===== config.mk =====
export PLATFORM = sky130hd
export DESIGN_NAME = cdc_sync_event
export DESIGN_NICKNAME = d
export VERILOG_FILES = /design/src/rtl/cdc_sync_event.sv
export SDC_FILE = /design/constraint.sdc
export NUM_CORES = 1
export LEC_CHECK = 0
export CORE_MARGIN = 10
export CORE_UTILIZATION = 36
export DETAILED_ROUTE_END_ITERATION = 8
export GPL_TIMING_DRIVEN = 0
export PLACE_DENSITY_LB_ADDON = 0.12
export SKIP_LAST_GASP = 1
export SLEW_MARGIN = 20
export SYNTH_ARGS = -nofsm -noshare
export SYNTH_HDL_FRONTEND = slang
export SYNTH_SLANG_ARGS = --single-unit

===== constraint.sdc =====
create_clock -name clk -period 0.82 [get_ports clk]
set_input_delay 0.123 -clock clk [delete_from_list [all_inputs] [get_ports clk]]
set_output_delay 0.123 -clock clk [all_outputs]
set_load 0.05 [all_outputs]

===== src/rtl/cdc_sync_event.sv =====
// Multi-channel asynchronous level synchronizer with optional debounce filter,
// edge pulses, sticky event flags and masked interrupt. Filter enabled by CDC_SYNC_EVENT_DEBOUNCE_EN.
module cdc_sync_event #(
    parameter int   CHANNELS    = 4,
    parameter int   STAGES      = 2,
    parameter int   FILT_CYCLES = 4,
    parameter logic INIT_VAL    = 1'b0,
    parameter int   EVENT_MODE  = 2
) (
    input  logic                clk,
    input  logic                rst_n,
    input  logic [CHANNELS-1:0] async_in,
    input  logic [CHANNELS-1:0] sticky_clr,
    input  logic [CHANNELS-1:0] irq_mask,
    output logic [CHANNELS-1:0] sync_out,
    output logic [CHANNELS-1:0] rise_pulse,
    output logic [CHANNELS-1:0] fall_pulse,
    output logic [CHANNELS-1:0] event_sticky,
    output logic                irq
);

    if (CHANNELS < 32'sd1) begin : g_err_channels
        $error("cdc_sync_event: CHANNELS must be >= 1");
    end
    if (STAGES < 32'sd2) begin : g_err_stages
        $error("cdc_sync_event: STAGES must be >= 2");
    end
    if (FILT_CYCLES < 32'sd1) begin : g_err_filt
        $error("cdc_sync_event: FILT_CYCLES must be >= 1");
    end
    if ((EVENT_MODE < 32'sd0) || (EVENT_MODE > 32'sd2)) begin : g_err_mode
        $error("cdc_sync_event: EVENT_MODE must be 0, 1 or 2");
    end

    logic [CHANNELS-1:0] sync_raw_s;
    logic [CHANNELS-1:0] filt_s;
    logic [CHANNELS-1:0] prev_q;
    logic [CHANNELS-1:0] sticky_q;
    logic [CHANNELS-1:0] sticky_d;
    logic [CHANNELS-1:0] evt_s;
    logic                irq_q;
    logic                irq_d;

    for (genvar i = 0; i < CHANNELS; i++) begin : g_ch
        (* altera_attribute = "-name SYNCHRONIZER_IDENTIFICATION FORCED" *)
        logic [STAGES-1:0] chain_q;
        logic              filt_q;
        logic              filt_d;

        // Synchronizer chain: stage 0 samples the raw asynchronous input.
        always_ff @(posedge clk or negedge rst_n) begin
            if (!rst_n) begin
                chain_q <= {STAGES{INIT_VAL}};
            end else begin
                chain_q <= {chain_q[STAGES-2:0], async_in[i]};
            end
        end

        assign sync_raw_s[i] = chain_q[STAGES-1];

`ifdef CDC_SYNC_EVENT_DEBOUNCE_EN
        localparam int CW = $clog2(FILT_CYCLES + 1);
        logic [CW-1:0] cnt_q;
        logic [CW-1:0] cnt_d;

        // Accept a new level only after it persists FILT_CYCLES cycles; any return restarts the count.
        always_comb begin
            cnt_d  = cnt_q;
            filt_d = filt_q;
            if (sync_raw_s[i] == filt_q) begin
                cnt_d = '0;
            end else if (cnt_q == CW'(FILT_CYCLES - 1)) begin
                filt_d = sync_raw_s[i];
                cnt_d  = '0;
            end else begin
                cnt_d = cnt_q + CW'(1);
            end
        end

        // Debounce counter register.
        always_ff @(posedge clk or negedge rst_n) begin
            if (!rst_n) begin
                cnt_q <= '0;
            end else begin
                cnt_q <= cnt_d;
            end
        end
`else
        // Without debounce the filtered level simply follows the synchronizer one cycle later.
        always_comb begin
            filt_d = sync_raw_s[i];
        end
`endif

        // Filtered level register.
        always_ff @(posedge clk or negedge rst_n) begin
            if (!rst_n) begin
                filt_q <= INIT_VAL;
            end else begin
                filt_q <= filt_d;
            end
        end

        assign filt_s[i] = filt_q;
    end

    assign sync_out   = filt_s;
    assign rise_pulse = filt_s & ~prev_q;
    assign fall_pulse = ~filt_s & prev_q;

    // Select which edges latch the sticky flag; a set outranks a coincident clear.
    always_comb begin
        case (EVENT_MODE)
            32'sd0:  evt_s = rise_pulse;
            32'sd1:  evt_s = fall_pulse;
            32'sd2:  evt_s = rise_pulse | fall_pulse;
            default: evt_s = '0;
        endcase
        sticky_d = (sticky_q & ~sticky_clr) | evt_s;
        irq_d    = |(sticky_q & irq_mask);
    end

    // History, sticky flags and interrupt registers.
    always_ff @(posedge clk or negedge rst_n) begin
        if (!rst_n) begin
            prev_q   <= {CHANNELS{INIT_VAL}};
            sticky_q <= '0;
            irq_q    <= 1'b0;
        end else begin
            prev_q   <= filt_s;
            sticky_q <= sticky_d;
            irq_q    <= irq_d;
        end
    end

    assign event_sticky = sticky_q;
    assign irq          = irq_q;

endmodule


==> results of run 1 <==
==> worst max-delay path, cell delays in order (launching register included) <==
cell and delay [ns]:
dfrtp_1 0.43, inv_1 0.07, ha_2 0.16, buf_6 0.15
==> per-layer routing <==
layer | share of wire | vias to the layer above | wire length, µm
met3 | 0.058 | 4 | 85
met4 | 0.018 | 0 | 27
met5 | 0 | - | 0
li1 | - | 231 | -
met2 | 0.50 | 19 | 733
met1 | 0.42 | 226 | 619
==> stage by stage <==
| stage | setup slack (ns) | std cells | util | TNS [ns] | cell area [µm²] |
|---|---|---|---|---|---|
| 6_report | -0.4185 | 117 | 0.6180 | -5.768 | 1212 |
| 5_1_grt | -0.4874 | 117 | 0.6180 | -6.837 | 1212 |
| 4_1_cts | -0.4367 | 117 | 0.6122 | -6.049 | 1201 |
| 3_5_place_dp | -0.7248 | 109 | 0.5651 | -20.48 | 1109 |
| 3_3_place_gp | -0.7182 | 109 | 0.5651 | -20.19 | 1109 |
| 2_1_floorplan | -0.07271 | 52 | - | -0.5877 | 774.5 |
==> registers in the layout, indices dropped and copies added (netlist names) <==
name	count
prev_q	4
g_ch.chain_q	8
g_ch.filt_q	4
event_sticky	4
irq	1
==> synth_stat cells <==
master and n:
a22oi_1 2, buf_4 4, dfrtp_1 21, ha_1 8, inv_1 12, nand2_1 1
o21ai_1 4
==> power groups by stage <==
stage / Clock, mW / Sequential [mW] / Combinational, mW
after floorplan: 0 / 1.26 / 0.204
after global placement: 0 / 1.17 / 0.491
after detailed placement: 0 / 1.17 / 0.497
after CTS: 0.493 / 1.15 / 0.573
after global routing: 0.538 / 1.16 / 0.613
final: 0.483 / 1.15 / 0.575
==> area by class of cell <==
cell class	count	area (µm²)
fill	176	749.5
sequential	21	531.8
timing repair buffer	34	362.8
multi-input combinational	15	177.7
inverter	12	45.04
buffer	4	33.78
tap	27	33.78
clock buffer	3	22.52
clock inverter	1	5.005
==> what timing repair did <==
action,in CTS,in global routing
setup endpoints to repair,42,23
pin swaps,1,1
buffers inserted,4,0
hold buffers,0,0
gates resized for setup,124,5
==> cells by family after synthesis <==
logic type / Yosys count / synth area share
simple gates: 1 / 0.005071
fa+ha+maj: 8 / 0.1354
compound gates: 6 / 0.04737
flops: 21 / 0.7107
buf+inv: 16 / 0.1015
==> worst max path at each step <==
stage / to / slack [ns]
after floorplan: rise_pulse[3] / -0.07
after global placement: fall_pulse[0] / -0.72
after detailed placement: fall_pulse[2] / -0.72
after CTS: fall_pulse[1] / -0.44
after global routing: fall_pulse[0] / -0.49
final: fall_pulse[2] / -0.42
==> out/results.ini, run 1 <==
[outcome]
status=finished with violations
violations=negative hold slack, negative setup slack

[critical_path]
r2r_setup_slack_ns=-0.10
crit_path_start=g_ch[2].filt_q
worst-path-max-fanout=4
rr_worst_depth=2
r2r-end=event_sticky[1]
crit_type=reg -> out
cp-end-kind=output port
worst_ep_arrival_time_ns=1.12
cp.required_ns=0.70
worst_r2r_startpoint=g_ch[1].filt_q
startpoint_type=flip-flop

[drt]
route.detailed.drc=0
vias_per_cell=4.103
drt-initial-drc-count=4
wl_per_cell_um=12.52
via_count=480
drtPass1Iterations=2
wl_um=1465
antenna_left=0

[grt]
grt_start_max_net_pins=22
grt_pass1_vias=524
gr-total-overflow=0
grt_pass1_wl_um=2415
track_usage=0.07325
grt_use_met1=0.08973
top_usage_layer=met2
met2_usage=0.1085
antenna_found_initial=0
grt.met3_usage=0.02203

[logic_synthesis]
yosysWarnings=0
ys_seq_area_frac=0.7107
yosysTopAreaCell=dfrtp_1
synthTopCellsByArea=dfrtp_1, ha_1, inv_1
synth.distinct_cells=7
syn_inst=52
synth.top_cell.area_share=0.7107
synth_nets=74
syn_avg_cell_area_um2=14.22
synth_area_um2=739.5
ys_ff_latch=21

[final_layout]
fin_nets=113
mostFrequentLayoutCells=dfrtp_1, buf_6, clkdlybuf4s50_1
area_delta_synth_final_pct=63.96
final_common_cell=dfrtp_1
drive_above_1_share=0.5111
insertedDiodeCount=0

[clock_tree]
clkLatencyLatePin_ns=0.30
clockRootBuffer=clkbuf_4
clkSinkCount=21
htreeDepth=1
numCtsBuffers=3
cts_buffer_depth=2
cts_tree=yes
clkTransAtPathRegs_ns=0.11

[sta]
maxSlewHeadroom=0.4313
worst_pin_slew_ns=0.8531
setup_viol=22
finalClockSkew_ns=0.001602
fmax_ghz=0.8074
post-route-period-util=1.510
slew_viol_final=0
finalHoldViolCount=4
rsz0062_at_grt=true
layout_setup_ws_ns=-0.4185
holdWs_ns=-0.001082
period_minus_slack_ns=1.239

[place]
dp_hpwl_um=1099
routabilityCongestion=0.6756
io_buffer_count=30

[floorplanning]
num_rows=16
die_w_um=65.32
io_pins=31
core_um2=1962
start_util=0.3769
die_h_um=65.32
fp.dieArea_um2=4267

[pwr]
comb_power_share=0.260
clkPwrFrac=0.219
p_leak_nw=0.5831
switching_share=0.3022
p_seq_frac=0.521
internal-power_mw=1.540
vdd_drop_max_v=0.001178
fin_total_pwr_mw=2.208
p_per_area_nw_per_um2=1821
p_sw_mw=0.6672

[run]
maxCapViolCount=0

[worst_hold_path]
hp-class=in -> async

(Power assumes the default switching activity.)
==> run 2, diff against run 1 <==
Settings changed: ABC_CLOCK_PERIOD_IN_PS from default to 820.
==> results of run 2 <==
Same layout as run 1: the final DEF is identical, and so are final timing and power.
==> run 3, diff against run 2 <==
Settings changed: CORE_ASPECT_RATIO from default to 0.9.
==> run 3 against run 2 <==
First-iteration DRC count up 75%. The flow finishes with violations (negative setup slack). Cell area grew 7.6%. Fmax rose by 0.57%. Clock skew about the same. Count of clock-buffer cells in the layout unchanged.
==> out/results.ini, run 3 (synthesized netlist as in run 1, its figures left out) <==
[critical_path]
worst_r2r_startpoint=g_ch[3].filt_q
r2r_setup_slack_ns=-0.09
critPathMaxStageDelay_ns=0.42
cp.required_ns=0.70
r2r-end=event_sticky[3]
worst-path-max-fanout=4
startpoint_type=flip-flop
crit_type=reg -> out
rr_worst_depth=3
crit_slowest_cell=dfrtp_1
crit_chain=buf_4, buf_6, buf_8
worst_ep_arrival_time_ns=1.11
cp-end-kind=output port

[grt]
gr-total-overflow=0
grt.met3_usage=0.02688
grt_start_max_net_pins=22
grt_pass1_wl_um=2511
antenna_found_initial=0
top_usage_layer=met2
grt_pass1_vias=581
met2_usage=0.1279
track_usage=0.07663
grt_use_met1=0.07565

[pwr]
p_leak_nw=0.6026
p_per_area_nw_per_um2=1738
vdd_drop_max_v=0.0009290

[final_layout]
area_delta_synth_final_pct=76.48
mostFrequentLayoutCells=dfrtp_1, buf_6, clkdlybuf4s50_1
drive_above_1_share=0.6044
fin_nets=114
largest_reg_flops=8
finalNonFillerCells=116
insertedDiodeCount=0
top_register=g_ch.chain_q
n_fill_cell=144
final_common_cell=dfrtp_1

[drt]
drtPass1Iterations=3
drt-initial-drc-count=7
wl_per_cell_um=14.03
antenna_left=0
wl_um=1627
vias_per_cell=4.293
via_count=498
route.detailed.drc=0

[place]
dp_cells=107
io_buffer_count=30
routabilityCongestion=0.6933
dp_hpwl_um=1119

[sta]
finalHoldViolCount=0
setup_viol=22
maxSlewHeadroom=0.4120
fmax_ghz=0.8120
post-route-period-util=1.502
finalClockSkew_ns=0.001950
rsz0062_at_grt=true
layout_setup_ws_ns=-0.4115
period_minus_slack_ns=1.232
slew_viol_final=0
setup_tns_ns=-5.862
worst_pin_slew_ns=0.8819

[floorplanning]
num_rows=15
die_w_um=67.78
die_h_um=63.00
fp.dieArea_um2=4269
start_util=0.3825
core_um2=1933
io_pins=31

[clock_tree]
cts_tree=yes
holdBufCountCts=0
clockRootBuffer=clkbuf_4
clkTransAtPathRegs_ns=0.11
htreeDepth=1
clkLatencyLatePin_ns=0.30
clkSinkCount=21
numCtsBuffers=3
cts_buffer_depth=2

[run]
maxCapViolCount=0

[outcome]
violations=negative setup slack
status=finished with violations

[worst_hold_path]
hp-class=in -> async

run 3: what timing repair did:
item                                    in CTS  in global routing
setup buffers                                4                  1
endpoints found under the setup margin      42                 25
pin swaps                                    1                  2
gates resized for setup                    125                 25
run 3: report_power, final:
part / total [mW] / switching, mW / internal, mW
Sequential: 1.16 / 0.0507 / 1.11
Combinational: 0.630 / 0.342 / 0.288
Clock: 0.481 / 0.299 / 0.182
Total: 2.27 / 0.691 / 1.58
run 3: final cells by class:
class,count,area [µm²],area share
Tap cell,25,31.28,0.02397
Multi-Input combinational cell,15,230.2,0.1764
Sequential cell,21,533.0,0.4084
Clock inverter,1,5.005,0.003835
Clock buffer,3,22.52,0.01726
Timing Repair Buffer,35,392.9,0.3011
Inverter,12,45.04,0.03452
Buffer,4,45.04,0.03452
run 3: critical path, delay by kind of cell, from the launching register on:
| kind | cells | cell delay, ns |
|---|---|---|
| buffers and inverters | 3 | 0.39 |
| DFF | 1 | 0.42 |
run 3: how the worst max path moves through the flow:
stage | end | depth (start not counted) | from | slack [ns]
after detailed placement | fall_pulse[0] | 3 | g_ch[0].filt_q | -0.73
after CTS | fall_pulse[2] | 3 | g_ch[2].filt_q | -0.45
after global placement | fall_pulse[0] | 3 | g_ch[0].filt_q | -0.72
after global routing | fall_pulse[1] | 3 | g_ch[1].filt_q | -0.49
final | sync_out[1] | 3 | g_ch[1].filt_q | -0.41
after floorplan | rise_pulse[3] | 2 | prev_q[3] | -0.07
run 3: metal layers:
layer,part of all wire,wire length (µm),up-vias
met5,0,0,-
met4,0.020,32,0
met3,0.11,178,4
met2,0.49,794,22
met1,0.38,622,241
li1,-,-,231
run 3: through the flow:
stage	instance area, µm²	util	hold slack [ns]	power [mW]	setup slack, ns
2_1_floorplan	774.5	-	-0.1726	1.465	-0.07271
3_3_place_gp	1106	0.5722	0.3320	1.658	-0.7168
3_5_place_dp	1106	0.5722	0.3363	1.666	-0.7296
4_1_cts	1202	0.6220	0.06417	2.236	-0.4534
5_1_grt	1305	0.6751	0.06887	2.397	-0.4862
6_report	1305	0.6751	0.01171	2.268	-0.4115
